==> config.mk <==
export PLATFORM = sky130hd
export DESIGN_NAME = igen_pipe
export DESIGN_NICKNAME = d
export VERILOG_FILES = /design/src/rtl/igen_pipe.sv
export SDC_FILE = /design/constraint.sdc
export NUM_CORES = 1
export LEC_CHECK = 0
export BUFFER_PORTS_ARGS = -buffer_cell sky130_fd_sc_hd__clkbuf_2
export CAP_MARGIN = 20
export CORE_UTILIZATION = 57
export DETAILED_ROUTE_END_ITERATION = 8
export PLACE_DENSITY = 0.81
export REMOVE_ABC_BUFFERS = 1
export SLEW_MARGIN = 20
export SYNTH_ARGS = -nofsm -noshare
export SYNTH_HDL_FRONTEND = slang
export SYNTH_SLANG_ARGS = --single-unit
==> constraint.sdc <==
create_clock -name clk_i -period 7.65 [get_ports clk_i]
set_clock_uncertainty 0.15 [all_clocks]
set_input_delay 0.3825 -clock clk_i [delete_from_list [all_inputs] [get_ports clk_i]]
set_output_delay 0.3825 -clock clk_i [all_outputs]
set_load 0.02 [all_outputs]
==> src/rtl/igen_pipe.sv <==
// igen_pipe: registered immediate generator with a small output FIFO.
// Each accepted instruction is decoded on the way in: format class, extended
// immediate, PC-relative target and illegal flag. The decoded record is
// queued, and the head record is presented downstream with valid/ready flow
// control on both sides.
module igen_pipe #(
  parameter int DWIDTH = 32,
  parameter int DEPTH  = 2
) (
  input  logic                       clk_i,
  input  logic                       rst_ni,
  input  logic                       in_valid_i,
  output logic                       in_ready_o,
  input  logic [31:0]                insn_i,
  input  logic [DWIDTH-1:0]          pc_i,
  input  logic                       flush_i,
  output logic                       out_valid_o,
  input  logic                       out_ready_i,
  output logic [DWIDTH-1:0]          imm_o,
  output logic [2:0]                 fmt_o,
  output logic [DWIDTH-1:0]          target_o,
  output logic                       illegal_o,
  output logic [$clog2(DEPTH+1)-1:0] count_o
);

  localparam int CW = $clog2(DEPTH+1);
  localparam int PW = $clog2(DEPTH);
  localparam logic [CW-1:0] FULL_COUNT = CW'(DEPTH);

  // Format codes presented on fmt_o
  localparam logic [2:0] FMT_R   = 3'd0;
  localparam logic [2:0] FMT_I   = 3'd1;
  localparam logic [2:0] FMT_S   = 3'd2;
  localparam logic [2:0] FMT_B   = 3'd3;
  localparam logic [2:0] FMT_U   = 3'd4;
  localparam logic [2:0] FMT_J   = 3'd5;
  localparam logic [2:0] FMT_CSR = 3'd6;
  localparam logic [2:0] FMT_ILL = 3'd7;

  // Supported major opcodes
  localparam logic [6:0] OP_LOAD     = 7'b0000011;
  localparam logic [6:0] OP_MISC_MEM = 7'b0001111;
  localparam logic [6:0] OP_OP_IMM   = 7'b0010011;
  localparam logic [6:0] OP_AUIPC    = 7'b0010111;
  localparam logic [6:0] OP_STORE    = 7'b0100011;
  localparam logic [6:0] OP_OP       = 7'b0110011;
  localparam logic [6:0] OP_LUI      = 7'b0110111;
  localparam logic [6:0] OP_BRANCH   = 7'b1100011;
  localparam logic [6:0] OP_JALR     = 7'b1100111;
  localparam logic [6:0] OP_JAL      = 7'b1101111;
  localparam logic [6:0] OP_SYSTEM   = 7'b1110011;

  // ---------------------------------------------------------------------
  // Input-side decode
  // ---------------------------------------------------------------------
  logic [6:0]        opcode;
  logic [2:0]        dec_fmt;
  logic [31:0]       dec_imm32;   // immediate in 32-bit form, sign at bit 31
  logic              dec_pc_rel;  // target = pc + imm for this instruction
  logic              dec_illegal;
  logic [DWIDTH-1:0] dec_imm;
  logic [DWIDTH-1:0] dec_target;

  assign opcode = insn_i[6:0];

  // funct3[1:0] never affects the immediate or format
  logic unused_funct3_lo;
  assign unused_funct3_lo = ^insn_i[13:12];

  // Classify the opcode and assemble the 32-bit immediate
  always_comb begin
    dec_fmt     = FMT_R;
    dec_imm32   = 32'd0;
    dec_pc_rel  = 1'b0;
    dec_illegal = 1'b0;
    if (insn_i[1:0] != 2'b11) begin
      dec_fmt     = FMT_ILL;
      dec_illegal = 1'b1;
    end else begin
      case (opcode)
        OP_LOAD, OP_OP_IMM, OP_JALR, OP_MISC_MEM: begin
          dec_fmt   = FMT_I;
          dec_imm32 = {{20{insn_i[31]}}, insn_i[31:20]};
        end
        OP_STORE: begin
          dec_fmt   = FMT_S;
          dec_imm32 = {{20{insn_i[31]}}, insn_i[31:25], insn_i[11:7]};
        end
        OP_BRANCH: begin
          dec_fmt    = FMT_B;
          dec_imm32  = {{19{insn_i[31]}}, insn_i[31], insn_i[7],
                        insn_i[30:25], insn_i[11:8], 1'b0};
          dec_pc_rel = 1'b1;
        end
        OP_LUI: begin
          dec_fmt   = FMT_U;
          dec_imm32 = {insn_i[31:12], 12'd0};
        end
        OP_AUIPC: begin
          dec_fmt    = FMT_U;
          dec_imm32  = {insn_i[31:12], 12'd0};
          dec_pc_rel = 1'b1;
        end
        OP_JAL: begin
          dec_fmt    = FMT_J;
          dec_imm32  = {{11{insn_i[31]}}, insn_i[31], insn_i[19:12],
                        insn_i[20], insn_i[30:21], 1'b0};
          dec_pc_rel = 1'b1;
        end
        OP_SYSTEM: begin
          if (insn_i[14]) begin
            // CSR immediate forms carry a 5-bit unsigned zimm in rs1
            dec_fmt   = FMT_CSR;
            dec_imm32 = {27'd0, insn_i[19:15]};
          end else begin
            dec_fmt   = FMT_I;
            dec_imm32 = {{20{insn_i[31]}}, insn_i[31:20]};
          end
        end
        OP_OP: begin
          dec_fmt = FMT_R;
        end
        default: begin
          dec_fmt     = FMT_ILL;
          dec_illegal = 1'b1;
        end
      endcase
    end
  end

  // Widen the immediate to the datapath; bit 31 is the sign in every form
  // (the CSR zimm has bit 31 clear, so it comes out zero-extended)
  generate
    if (DWIDTH == 32) begin : g_imm32
      assign dec_imm = dec_imm32;
    end else begin : g_immw
      assign dec_imm = {{(DWIDTH-32){dec_imm32[31]}}, dec_imm32};
    end
  endgenerate

  // PC-relative target, wrapping modulo 2^DWIDTH
  assign dec_target = dec_pc_rel ? (pc_i + dec_imm) : '0;

  // ---------------------------------------------------------------------
  // FIFO control
  // ---------------------------------------------------------------------
  logic [PW-1:0] wptr_reg, wptr_next;
  logic [PW-1:0] rptr_reg, rptr_next;
  logic [CW-1:0] count_reg, count_next;
  logic          ready_en_reg;   // low in reset and the cycle after release
  logic          push;
  logic          pop;

  assign in_ready_o  = ready_en_reg && (count_reg < FULL_COUNT);
  assign out_valid_o = (count_reg != '0);
  assign count_o     = count_reg;

  // Flush wins over both transfers
  assign push = in_valid_i && in_ready_o && !flush_i;
  assign pop  = out_valid_o && out_ready_i && !flush_i;

  // Next pointer and occupancy values
  always_comb begin
    wptr_next  = wptr_reg;
    rptr_next  = rptr_reg;
    count_next = count_reg;
    if (flush_i) begin
      wptr_next  = '0;
      rptr_next  = '0;
      count_next = '0;
    end else begin
      if (push) wptr_next = wptr_reg + PW'(1);
      if (pop)  rptr_next = rptr_reg + PW'(1);
      case ({push, pop})
        2'b10:   count_next = count_reg + CW'(1);
        2'b01:   count_next = count_reg - CW'(1);
        default: count_next = count_reg;
      endcase
    end
  end

  // Control state with asynchronous reset; reset drops all entries
  always_ff @(posedge clk_i or negedge rst_ni) begin
    if (!rst_ni) begin
      wptr_reg     <= '0;
      rptr_reg     <= '0;
      count_reg    <= '0;
      ready_en_reg <= 1'b0;
    end else begin
      wptr_reg     <= wptr_next;
      rptr_reg     <= rptr_next;
      count_reg    <= count_next;
      ready_en_reg <= 1'b1;
    end
  end

  // ---------------------------------------------------------------------
  // Payload storage (no reset; validity is tracked by count_reg)
  // ---------------------------------------------------------------------
  logic [DWIDTH-1:0] imm_mem    [DEPTH];
  logic [DWIDTH-1:0] target_mem [DEPTH];
  logic [2:0]        fmt_mem    [DEPTH];
  logic              ill_mem    [DEPTH];

  // Write the decoded record into the tail slot on push
  always_ff @(posedge clk_i) begin
    if (push) begin
      imm_mem[wptr_reg]    <= dec_imm;
      target_mem[wptr_reg] <= dec_target;
      fmt_mem[wptr_reg]    <= dec_fmt;
      ill_mem[wptr_reg]    <= dec_illegal;
    end
  end

  // Head record, forced to zero while the FIFO is empty
  always_comb begin
    imm_o     = '0;
    target_o  = '0;
    fmt_o     = 3'd0;
    illegal_o = 1'b0;
    if (out_valid_o) begin
      imm_o     = imm_mem[rptr_reg];
      target_o  = target_mem[rptr_reg];
      fmt_o     = fmt_mem[rptr_reg];
      illegal_o = ill_mem[rptr_reg];
    end
  end

endmodule

; ---- Word-level counts from Yosys, hierarchy flattened
; Memories as Yosys holds them, arrays and structs flattened.
; Cells that the tools add are included.
; Widths: inputs -> output; s select.
[classes]
n_addsub = 5
order_cmp = 1
eq_ne = 14
n_mux = 23
n_reduce_logical = 14
[ops]
columns = cell, count
row1 = $pmux 32 s6, 1
row2 = $mux 32, 5
row3 = $add 32x32->32, 1
row4 = $eq 7x7->1 const B, 4
row5 = $eq 7x6->1 const B, 3
row6 = $pmux 3 s7, 1
row7 = $eq 7x5->1 const B, 2
row8 = $mux 1, 11
row9 = $reduce_or 11->1, 1
row10 = $mux 3, 3
row11 = $eq 7x2->1 const B, 1
row12 = $eq 7x4->1 const B, 1
row13 = $reduce_bool 2->1, 3
row14 = $logic_and 1x1->1, 5
row15 = $pmux 2 s2, 1
row16 = $reduce_or 4->1, 1
row17 = $reduce_bool 3->1, 1
row18 = $reduce_or 3->1, 1
row19 = $add 1x1->1 const B, 2
row20 = $add 2x1->2 const B, 1
row21 = $eq 2x1->1 const B, 1
row22 = $eq 2x2->1 const B, 1
row23 = $lt 2x2->1 const B, 1
row24 = $mux 2, 1
row25 = 4 further kinds, 4
[word_totals]
regBits = 5
ram_bits = 136
out_inout_bits = 72
word_cells = 65
memories = 4
[memory_table]
columns = memory, words, word_bits, read_ports, rd_ports_with_merged_regs, wr, line_no
row1 = imm_mem, 2, 32, 1, 0, 1, 200  ; logic [DWIDTH-1:0] imm_mem [DEPTH];
row2 = target_mem, 2, 32, 1, 0, 1, 201  ; logic [DWIDTH-1:0] target_mem [DEPTH];
row3 = fmt_mem, 2, 3, 1, 0, 1, 202  ; logic [2:0] fmt_mem [DEPTH];
row4 = ill_mem, 2, 1, 1, 0, 1, 203  ; logic ill_mem [DEPTH];

; ---- Longest topological paths before layout
; Gate-level depths: netlist of the first run.
[logic_depth]
word_depth = 7
ltp_mapped = 17
mapped_depth_nobuf = 15

; ---- Least setup slack after synthesis of the first run
; No wires, ideal clock.
[synth_timing]
path_type = register to register
from = reg count_reg[1], in the netlist count_o[1]
to = mem fmt_mem[1][0], enable pin
t_arrival_ps = 6106
setup_slack_ps = 802
stages_incl_launch_ff = 4
path_buffers = 0
cell_sequence = dfrtp_1 > nor2b_1 > nand2_1 > nor3b_1
[synth_between]
elab_chain_cells = 6
[synth_rtl]
columns = item, line_no
row1 = from (decl), 149  ; logic [CW-1:0] count_reg, count_next;
row2 = from (signal assigned), 192  ; count_reg <= count_next;
row3 = $lt 2x2->1, 154  ; assign in_ready_o = ready_en_reg && (count_reg < FULL_COUNT);
row4 = $logic_and 1x1->1, 154
row5 = net in_ready_o, 13  ; output logic in_ready_o,
row6 = $logic_and 1x1->1 (2 in series), 159  ; assign push = in_valid_i && in_ready_o && !flush_i;
row7 = $mux 1, 207  ; if (push) begin
row8 = $mux 1 (implied by the code), 210  ; fmt_mem[wptr_reg] <= dec_fmt;
row9 = to (decl), 202
; The timed path passes the listed nets, and every way through them passes these cells.

; ---- Worst setup path after layout of the first run
[layout_timing]
from = in insn_i[3]
to = mem target_mem[0][30], data pin
[layout_between]
elab_chain_cells = 6
word_cells_on_any_way = 19
[layout_rtl]
columns = item, line_no
row1 = from (decl), 14  ; input logic [31:0] insn_i,
row2 = $eq 7x2->1 (tied with other cells), 80  ; case (opcode)
row3 = $reduce_or 4->1 / $reduce_or 2->1 (equally long branches), -
row4 = $pmux 32 s6 *, 80
row5 = $mux 32 *, 76  ; if (insn_i[1:0] != 2'b11) begin
row6 = net dec_imm[3], 61  ; logic [DWIDTH-1:0] dec_imm;
row7 = $add 32x32->32 *, 142  ; assign dec_target = dec_pc_rel ? (pc_i + dec_imm) : '0;
row8 = $mux 32 *, 142
row9 = net dec_target[30], 62  ; logic [DWIDTH-1:0] dec_target;
row10 = to (decl), 201
; The timed path passes the listed nets; every way through them passes the cells marked *.

==> metrics.txt, run 1 <==
Root Driver=clkbuf_16; Cell Pwr Density=197 mW/mm²; Int Power=between 1000 and 1500 µW; minimum clock period after layout=4.21 ns; Sequential Area=0.00421 mm²; Overflow after GRT=0; crit-path max FO=9; largest net degree at the start of global routing=a little under 70; # H-tree levels=4; vias per std cell=about 5.9; DP Area=around 0.0086 mm²; number of flops mapped to enable cells by yosys=between 100 and 150; syn avg cell area=11.1 µm²; Flop pwr share=just under 50%; GR Util met2=between 40% and 50%; Worst Reg2Reg Path Length in Cells=4; Final Hold Vio Count=0; GRT Overall Usage=about 28%; die area=approximately 0.014 mm²; area fraction of the dominant cell type after synthesis=52.3%; Antenna Cells=0; async set or reset register ratio after synthesis=3.55%; RePlAce Congestion=~0.88; Post-Syn Instances=approximately 700; MaxCap Viol Count=0; hpwl dp=~14000 µm; I/O Buffers=140; grt met1 use=a little under two fifths; CTS tree=done; initial antenna violation count=0; die span in y=around 120 µm; cell depth of the worst hold path=2; Final period util=a little over half; met3 Resource Use GR=5.22%; core area=roughly 0.013 mm²; number of fill cells=roughly 990; peak supply drop=135 µV; via count=6007; Hold/Removal Path Class=in -> reg; TritonCTS buffer count=17; post-CTS sizing=0; post-CTS setup buffer count=0; Max Fclk=about 240 MHz; count of unique library cells instantiated by Yosys=62; Sinks on Clock Net=~140; largest area contributor in the netlist=edfxtp_1; clock transition at the registers of the reported paths=around 0.060 ns; Mapped Area=~0.008 mm²; Post-Layout Inst Area=slightly above 0.009 mm²; first-pass GRT wire length=between 20000 and 30000 µm; Clk network pwr share=between 40% and 50%; wirelength, routed=between 15000 and 20000 µm; worst hold slack=between 0.07 and 0.08 ns; vias in the first global route=approximately 5700; Least-Margin Pin Slew=~1 ns; DRC=0; largest cells by area after synthesis=edfxtp_1 (52%), mux2i_1 (9.0%), nor2_1 (5.9%); register bit count reported by yosys=141; Detailed Routing Iterations Pass 1=7; ANT nets after route=0; Pwr Total=approximately 1800 µW; startpoint types=input port; P_sw=approximately 450 µW; later-pin clock latency in the skew report=between 0.4 and 0.5 ns; max_slew headroom=between 30% and 40%; Combinational Power Share=between 10 and 15%; post-synthesis sequential area ratio=around 54%; Most used DFF post-synth=edfxtp_1; status=complete, no violations; warnings from Yosys=0; Regs by FF count=imm_mem: 64 flops, target_mem: 64 flops, fmt_mem: 6 flops; CP Capture Type=flip-flop; final design utilization=between 60% and 70%; Static Leak=approximately 0.0036 µW; IO Count=approximately 140; Worst EP arrival=4.29 ns; WL/cell=~19 µm; Iteration-0 DRC Markers=between 500 and 600; Initial Utilization=between 50% and 60%; Area Growth Syn to Fin=17.1%; Setup-failing EPs final=0; Die W=approximately 120 µm; final slew viol count=0; share of cells above drive strength 1=between 20% and 30%; row count=42; gr busiest metal=met2; critical path class=in -> reg; multi-input logic area=0.00337 mm²; Max clock buf depth=2; Nets=slightly above 900; RSZ-0062 raised after global routing=no; switching share of total power=~25%; final setup TNS=0 ns; CP Data Required Time=between 7 and 8 ns
## timing repair
action	in CTS	in global routing
hold buffers	1	0
endpoints found under the setup margin	0	0
endpoints found under the hold margin	5	0
## worst paths after layout
| kind | slack (ns) | to | start |
|---|---|---|---|
| worst max-delay path | 3.44 | target_mem[0][30]$_DFFE_PP_ | insn_i[3] |
| worst min-delay path | 0.07 | rptr_reg$_DFFE_PN0P_ | flush_i |
| worst max register to register | 5.26 | imm_mem[1][12]$_DFFE_PP_ | count_o[1]$_DFFE_PN0P_ |
| worst min register to register | 0.44 | wptr_reg$_DFFE_PN0P_ | wptr_reg$_DFFE_PN0P_ |
| max in group asynchronous | 7.03 | rptr_reg$_DFFE_PN0P_ | rst_ni |
| min in group asynchronous | 0.16 | ready_en_reg$_DFF_PN0_ | rst_ni |
## cell usage after synthesis (all sizes together) (17+ instances only)
master,n
edfxtp,136
nor2,123
mux2i,70
nand2,44
a21oi,42
ha,31
a21o,27
o21ai,24
clkbuf,21
inv,18
buf,17
xor2,17
## cells by family (layout without fill, tap and decap cells)
logic type | count (synthesis) | in the layout | share of synthesized area (%)
fa+ha+maj | 32 | 32 | 5.23
mux | 70 | 70 | 8.98
simple gates | 232 | 232 | 13.3
other cells | 1 | 1 | 0.0480
compound gates | 142 | 142 | 12.4
buf+inv | 56 | 195 | 3.06
xor+xnor | 28 | 28 | 3.14
flops | 141 | 141 | 53.9
## power by group through the flow
stage / registers [µW] / logic [µW] / clock network (µW)
final: 865 / 207 / 727
after global routing: 866 / 224 / 766
after CTS: 865 / 205 / 737
after detailed placement: 881 / 203 / 0
after global placement: 880 / 203 / 0
after floorplan: 885 / 130 / 0
## through the flow
| step | setup WS, ns | std cells |
|---|---|---|
| 2_1_floorplan | 0.802 | 664 |
| 3_3_place_gp | 3.24 | 984 |
| 3_5_place_dp | 3.17 | 984 |
| 4_1_cts | 3.56 | 1017 |
| 5_1_grt | 3.17 | 1017 |
| 6_report | 3.44 | 1017 |
## layout make-up
type | count | share of cell area, %
multi-input cells | 505 | 36.9
well taps | 176 | 2.41
flip-flops and latches | 141 | 46.1
inverters | 18 | 0.739
clock inverters | 13 | 0.999
clock buffers | 19 | 4.74
repair buffers | 145 | 8.10
## critical path: stages
cell and delay (ns):
clkbuf_2 0.18, and4bb_2 0.31, a32oi_2 0.33, o31a_1 0.29, o21ai_1 0.14, a222oi_1 0.39, inv_1 0.15, ha_1 0.40
nand2_1 0.12, o211ai_1 0.19, a21oi_1 0.13, a31oi_1 0.54, a41oi_1 0.28, a21o_1 0.24, a21oi_1 0.20
## cell usage in the layout, fill, tap and decap left out, types with 2 or more instances in the layout
master,instances
clkbuf_2,140
edfxtp_1,136
nor2_1,122
mux2i_1,70
nand2_1,44
a21oi_1,41
ha_1,31
a21o_1,27
inv_1,18
o21ai_0,18
xor2_1,17
clkbuf_16,17
xnor2_1,11
nor3_1,10
nand4_1,10
and2_1,9
nand3_1,9
a31oi_1,7
o21ai_1,6
o2111ai_1,5
o211ai_1,5
nor2b_1,5
clkinvlp_4,5
o21a_1,4
nand2b_1,4
a222oi_1,4
dfrtp_1,4
buf_4,4
and3_1,3
or3_1,3
clkinv_2,3
inv_6,3
a211o_1,2
nor3b_1,2
nor4_1,2
a21boi_0,2
a211oi_1,2
o21bai_1,2
nor3b_2,2
clkbuf_1,2
## per-layer routing
metal	part of all wire [%]	vias to the layer above
met5	0	-
met4	2.3	0
met3	5.7	36
met2	47	257
met1	45	2870
li1	-	2844
(Power assumes the default switching activity.)
==> run 2: changes to the inputs <==
clock period = 4.4 ns   (was 7.65 ns; I/O delays follow)
==> metrics.txt, run 2 (synthesis results as in run 1) <==
Cell Pwr Density=377 mW/mm² (+92%); TritonCTS buffer count=17 (unchanged); Final Hold Vio Count=0 (unchanged); Worst path most repeated cell=a21oi_1; die area=0.0142 mm² (unchanged); I/O Buffers=140 (unchanged); core area=0.0133 mm² (unchanged); final slew viol count=0 (unchanged); wirelength, routed=19800 µm (+2.1%); vias in the first global route=6066 (+6.6%); Nets=937 (+0.86%); CP max-delay cell=a31oi_1; # H-tree levels=4 (unchanged); ANT nets after route=0 (unchanged); startpoint types=input port; via count=6068 (+1.0%); Max clock buf depth=2 (unchanged); vias per std cell=5.93 (+0.32%); crit-path max cell delay=0.54 ns (about the same); Sinks on Clock Net=141 (unchanged); row count=42 (unchanged); clock transition at the registers of the reported paths=0.06 ns (about the same); crit-path max FO=9 (unchanged); Top delay family on crit path=compound AO/OA/AOI/OAI gates; WL/cell=19.3 µm (+1.4%); final design utilization=70.5% (+1.8 points); DRC=0 (unchanged); Antenna Cells=0 (unchanged); peak supply drop=289 µV (+110%); Final period util=89.5%; most common cell after layout, fill and taps aside=clkbuf_2; initial antenna violation count=0 (unchanged); Detailed Routing Iterations Pass 1=5 (-2); largest net degree at the start of global routing=69 (unchanged); CTS tree=done; Pwr Total=3540 µW (+97%); IO Count=141 (unchanged); buffers and inverters on the worst path=2 (unchanged); die span in y=119 µm (unchanged); Static Leak=0.00377 µW (+3.5%); share of cells above drive strength 1=22.3% (+0.29 points); Worst EP arrival=4.03 ns (-0.26 ns); Hold/Removal Path Class=in -> reg; GRT Overall Usage=29.1% (+1.2 points); MaxCap Viol Count=0 (unchanged); Root Driver=clkbuf_16; CP Data Required Time=4.49 ns (-3.24 ns); Initial Utilization=58.7% (unchanged); Area Growth Syn to Fin=20.2%; commonest non-fill, non-tap cells in the layout=clkbuf_2 (140), edfxtp_1 (136), nor2_1 (122); critical path class=in -> reg; Max Fclk=between 200 and 300 MHz; critical-path cell list=clkbuf_2, and4bb_2, a32oi_2, o31a_1, o21ai_1, a222oi_1, inv_1, ha_1, a21oi_1, o211ai_1, a21oi_1, a31oi_1, a41oi_1, a21o_1, a21oi_1; Least-Margin Pin Slew=1.06 ns (+0.0253 ns); post-CTS sizing=0 (unchanged); Die W=119 µm (unchanged); Setup-failing EPs final=0 (unchanged); later-pin clock latency in the skew report=0.43 ns (about the same); RSZ-0062 raised after global routing=no; worst hold slack=0.0168 ns (-0.0563 ns); minimum clock period after layout=around 3.9 ns; first-pass GRT wire length=31200 µm (+4.2%); RePlAce Congestion=0.930 (+5.9%); hpwl dp=14200 µm (+0.65%); Regs by FF count=imm_mem: 64 flops, target_mem: 64 flops, fmt_mem: 6 flops; Overflow after GRT=0 (unchanged); CP Capture Type=flip-flop; max_slew headroom=29.6% (-1.7 points); status=complete, no violations; Iteration-0 DRC Markers=536 (+6.3%)
run 2: cell count changes in the layout (fill, tap and decap cells not counted):
| cell | delta |
|---|---|
| clkinvlp_4 | -4 |
| buf_4 | +3 |
| inv_6 | -2 |
| dlygate4sd3_1 | +5 |
| clkbuf_1 | -2 |
| bufinv_16 | +7 |
| clkinv_4 | +3 |
| clkinv_2 | -3 |
run 2: final timing paths:
check | start | to | slack [ns] | cells after the start
min in group asynchronous | rst_ni | count_o[0]$_DFFE_PN0P_ | 0.58 | 3
min reg2reg | wptr_reg$_DFFE_PN0P_ | wptr_reg$_DFFE_PN0P_ | 0.49 | 2
min | insn_i[20] | imm_mem[0][20]$_DFFE_PP_ | 0.02 | 2
max reg2reg | count_o[1]$_DFFE_PN0P_ | imm_mem[1][18]$_DFFE_PP_ | 2.02 | 4
max | insn_i[2] | target_mem[1][30]$_DFFE_PP_ | 0.46 | 15
max in group asynchronous | rst_ni | rptr_reg$_DFFE_PN0P_ | 3.28 | 3
run 2: routing by layer:
metal  GRT usage (%)  vias up  share of wire (%)  wire length, µm
met5               0        -                  0                0
met4            12.8        0                3.3              652
met3            6.51       44                7.0             1370
met2            44.9      308                 46             9030
met1            39.6     2858                 44             8700
li1                -     2858                  -                -
run 2: power breakdown:
group / internal [µW] / switching (µW)
clock: 1120 / 548
sequential: 1490 / 13.2
combinational: 135 / 235
total: 2740 / 796
run 2: worst register-to-register path, delay by kind of cell, from the launching register on:
kind                   cells  cell delay (ns)
buffers and inverters      1             0.76
DFF                        1             0.46
and+or+nand+nor            3             0.61
run 2: area by class of cell:
class	instances	area, µm²
Clock buffer	17	425
Sequential cell	141	4210
Clock inverter	14	265
Timing Repair Buffer	153	813
Fill cell	957	3920
Tap cell	176	220
Multi-Input combinational cell	505	3370
Inverter	18	67.6
run 2: metrics by stage:
stage          setup WS [ns]  TNS [ns]  cells  cell area [µm²]
6_report               0.462         0   1024             9380
5_1_grt                0.223         0   1024             9380
3_3_place_gp           0.280         0    987             8630
4_1_cts                0.533         0   1024             9380
3_5_place_dp           0.117         0    987             8630
2_1_floorplan          -2.45   -305.55    664             7630
run 2: repair_timing:
item | 4_1_cts | 5_1_grt
hold buffers | 6 | 0
endpoints found under the hold margin | 13 | 0
setup buffers | 0 | 0
==> run 3: changes to the inputs <==
==> constraint.sdc (replaced) <==
create_clock -name clk_i -period 4.4 [get_ports clk_i]
set_clock_uncertainty 0.15 [all_clocks]
set_input_delay 0.44 -clock clk_i [delete_from_list [all_inputs] [get_ports clk_i]]
set_output_delay 0.44 -clock clk_i [all_outputs]
set_load 0.02 [all_outputs]
==> metrics.txt, run 3 (synthesis results as in run 1) <==
status=complete, no violations; multi-input logic area=0.00338 mm² (about the same); Worst path most repeated cell=a21oi_1; Iteration-0 DRC Markers=527 (-1.7%); Top delay family on crit path=compound AO/OA/AOI/OAI gates; Final Hold Vio Count=0 (unchanged); min-delay src=flush_i; DRC=0 (unchanged); IO Count=141 (unchanged); R2R setup slack=2.02 ns (about the same); critical path class=in -> reg; # H-tree levels=4 (unchanged); Detailed Routing Iterations Pass 1=8 (+3); commonest non-fill, non-tap cells in the layout=clkbuf_2 (140), edfxtp_1 (136), nor2_1 (122); cell depth of the worst hold path=2 (unchanged); largest net degree at the start of global routing=69 (unchanged); via count=6052 (-0.26%); max_slew headroom=37.1% (+7.4 points); wirelength, routed=19300 µm (-2.5%); Hold/Removal Path Class=in -> reg; GRT Overall Usage=27.9% (-1.2 points); MaxCap Viol Count=0 (unchanged); r2r endpoint=imm_mem[1][12]$_DFFE_PP_; final setup TNS=0 ns (unchanged); Static Leak=0.00379 µW (+0.50%); Root Driver=clkbuf_16; Sequential Area=0.00421 mm² (unchanged); initial antenna violation count=0 (unchanged); vias per std cell=5.85 (-1.2%); Setup crit start=insn_i[3]; Worst Reg2Reg Path Length in Cells=4 (unchanged); die area=0.0142 mm² (unchanged); worst r2r src=count_o[1]$_DFFE_PN0P_; Final period util=88.6% (-0.88 points); CP max-delay cell=fa_1; core area=0.0133 mm² (unchanged); number of fill cells=1016 (+6.2%); clock transition at the registers of the reported paths=0.06 ns (about the same); CP Data Required Time=4.40 ns (-0.09 ns); WL/cell=18.6 µm (-3.5%); Nets=946 (+0.96%); buffers and inverters on the worst path=2 (unchanged); share of cells above drive strength 1=23.8% (+1.5 points); RePlAce Congestion=0.946 (+1.7%); Sinks on Clock Net=141 (unchanged); Antenna Cells=0 (unchanged); row count=42 (unchanged); Initial Utilization=58.7% (unchanged); Max clock buf depth=2 (unchanged); hold endpoint=count_o[0]$_DFFE_PN0P_; crit-path max cell delay=0.46 ns (-0.08 ns); Overflow after GRT=0 (unchanged); peak supply drop=233 µV (-19%); minimum clock period after layout=3.90 ns (-0.0386 ns); CP Capture Type=flip-flop; RSZ-0062 raised after global routing=no; post-CTS sizing=0 (unchanged); later-pin clock latency in the skew report=0.42 ns (about the same); TritonCTS buffer count=17 (unchanged); vias in the first global route=5752 (-5.2%); ANT nets after route=0 (unchanged); Regs by FF count=imm_mem: 64 flops, target_mem: 64 flops, fmt_mem: 6 flops; Die W=119 µm (unchanged); Max Fclk=256 MHz (+0.99%); hpwl dp=14000 µm (-1.1%); Area Growth Syn to Fin=19.9%; final slew viol count=0 (unchanged); Worst EP arrival=3.89 ns (-0.14 ns); critical-path cell list=clkbuf_2, and4bb_2, a32oi_2, o31a_1, o21ai_1, a222oi_1, inv_1, fa_1, a21oi_1, o211ai_1, a21oi_1, a31oi_1, a211oi_1, xor2_1, nor2_1; startpoint types=input port; Setup-failing EPs final=0 (unchanged); CTS tree=done; die span in y=119 µm (unchanged); crit-path max FO=9 (unchanged); most common cell after layout, fill and taps aside=clkbuf_2; first-pass GRT wire length=30000 µm (-3.7%); Layout Cells excl Fill=1034 (+0.98%); I/O Buffers=140 (unchanged); Cell Pwr Density=361 mW/mm² (-4.3%); Least-Margin Pin Slew=0.944 ns (-0.112 ns); cell total after placement=1001 (+1.4%)
-- run 3: layout make-up --
type | count | area share (%)
clock inverters | 14 | 2.00
well taps | 176 | 2.35
flip-flops and latches | 141 | 45.0
inverters | 18 | 0.722
multi-input cells | 505 | 36.1
repair buffers | 162 | 9.28
clock buffers | 18 | 4.58
-- run 3: what timing repair did --
action                                 4_1_cts  5_1_grt
setup buffers                                0        0
endpoints found under the hold margin        5        0
hold buffers                                 1        0
-- run 3: power by group --
| group | total, µW | leakage (µW) | internal (µW) | switching (µW) |
|---|---|---|---|---|
| Sequential | 1510 | 0.00131 | 1490 | 17.8 |
| Combinational | 368 | 0.00218 | 140 | 228 |
| Clock | 1500 | 0.000307 | 949 | 555 |
-- run 3: worst register-to-register path, cell delays in order (launching register included) --
cell and delay (ns):
dfrtp_1 0.45, nor2b_1 0.20, nand2_1 0.19, nor3b_2 0.23, buf_4 0.75
-- run 3: per-stage QoR --
stage / util [%] / hold slack [ns] / setup slack, ns / total power [µW] / cell area, µm²
global route: 70.4 / 0.127 / 0.149 / 3470 / 9360
detailed placement: 65.7 / 0.116 / 0.0947 / 1900 / 8730
finish: 70.4 / 0.129 / 0.501 / 3380 / 9360
CTS: 70.4 / 0.111 / 0.512 / 3400 / 9360
global placement: 65.7 / 0.111 / 0.211 / 1890 / 8730
floorplan: - / -0.00559 / -2.45 / 1770 / 7630
-- run 3: worst max path at each step --
stage,cells after the start,slack (ns),endpoint
2_1_floorplan,3,-2.45,fmt_mem[1][0]$_DFFE_PP_
3_3_place_gp,16,0.21,target_mem[1][22]$_DFFE_PP_
3_5_place_dp,16,0.09,target_mem[0][30]$_DFFE_PP_
4_1_cts,16,0.51,target_mem[0][22]$_DFFE_PP_
5_1_grt,16,0.15,target_mem[0][22]$_DFFE_PP_
6_report,15,0.50,target_mem[0][22]$_DFFE_PP_
-- run 3: routing by layer --
layer  wire, µm  track usage (%)  share of wire, %  up-vias
li1           -                -                 -     2873
met1       8460             37.3                44     2848
met2       9080             44.2                47      297
met3       1260             5.94               6.5       34
met4        456             12.0               2.4        0
met5          0                0                 0        -
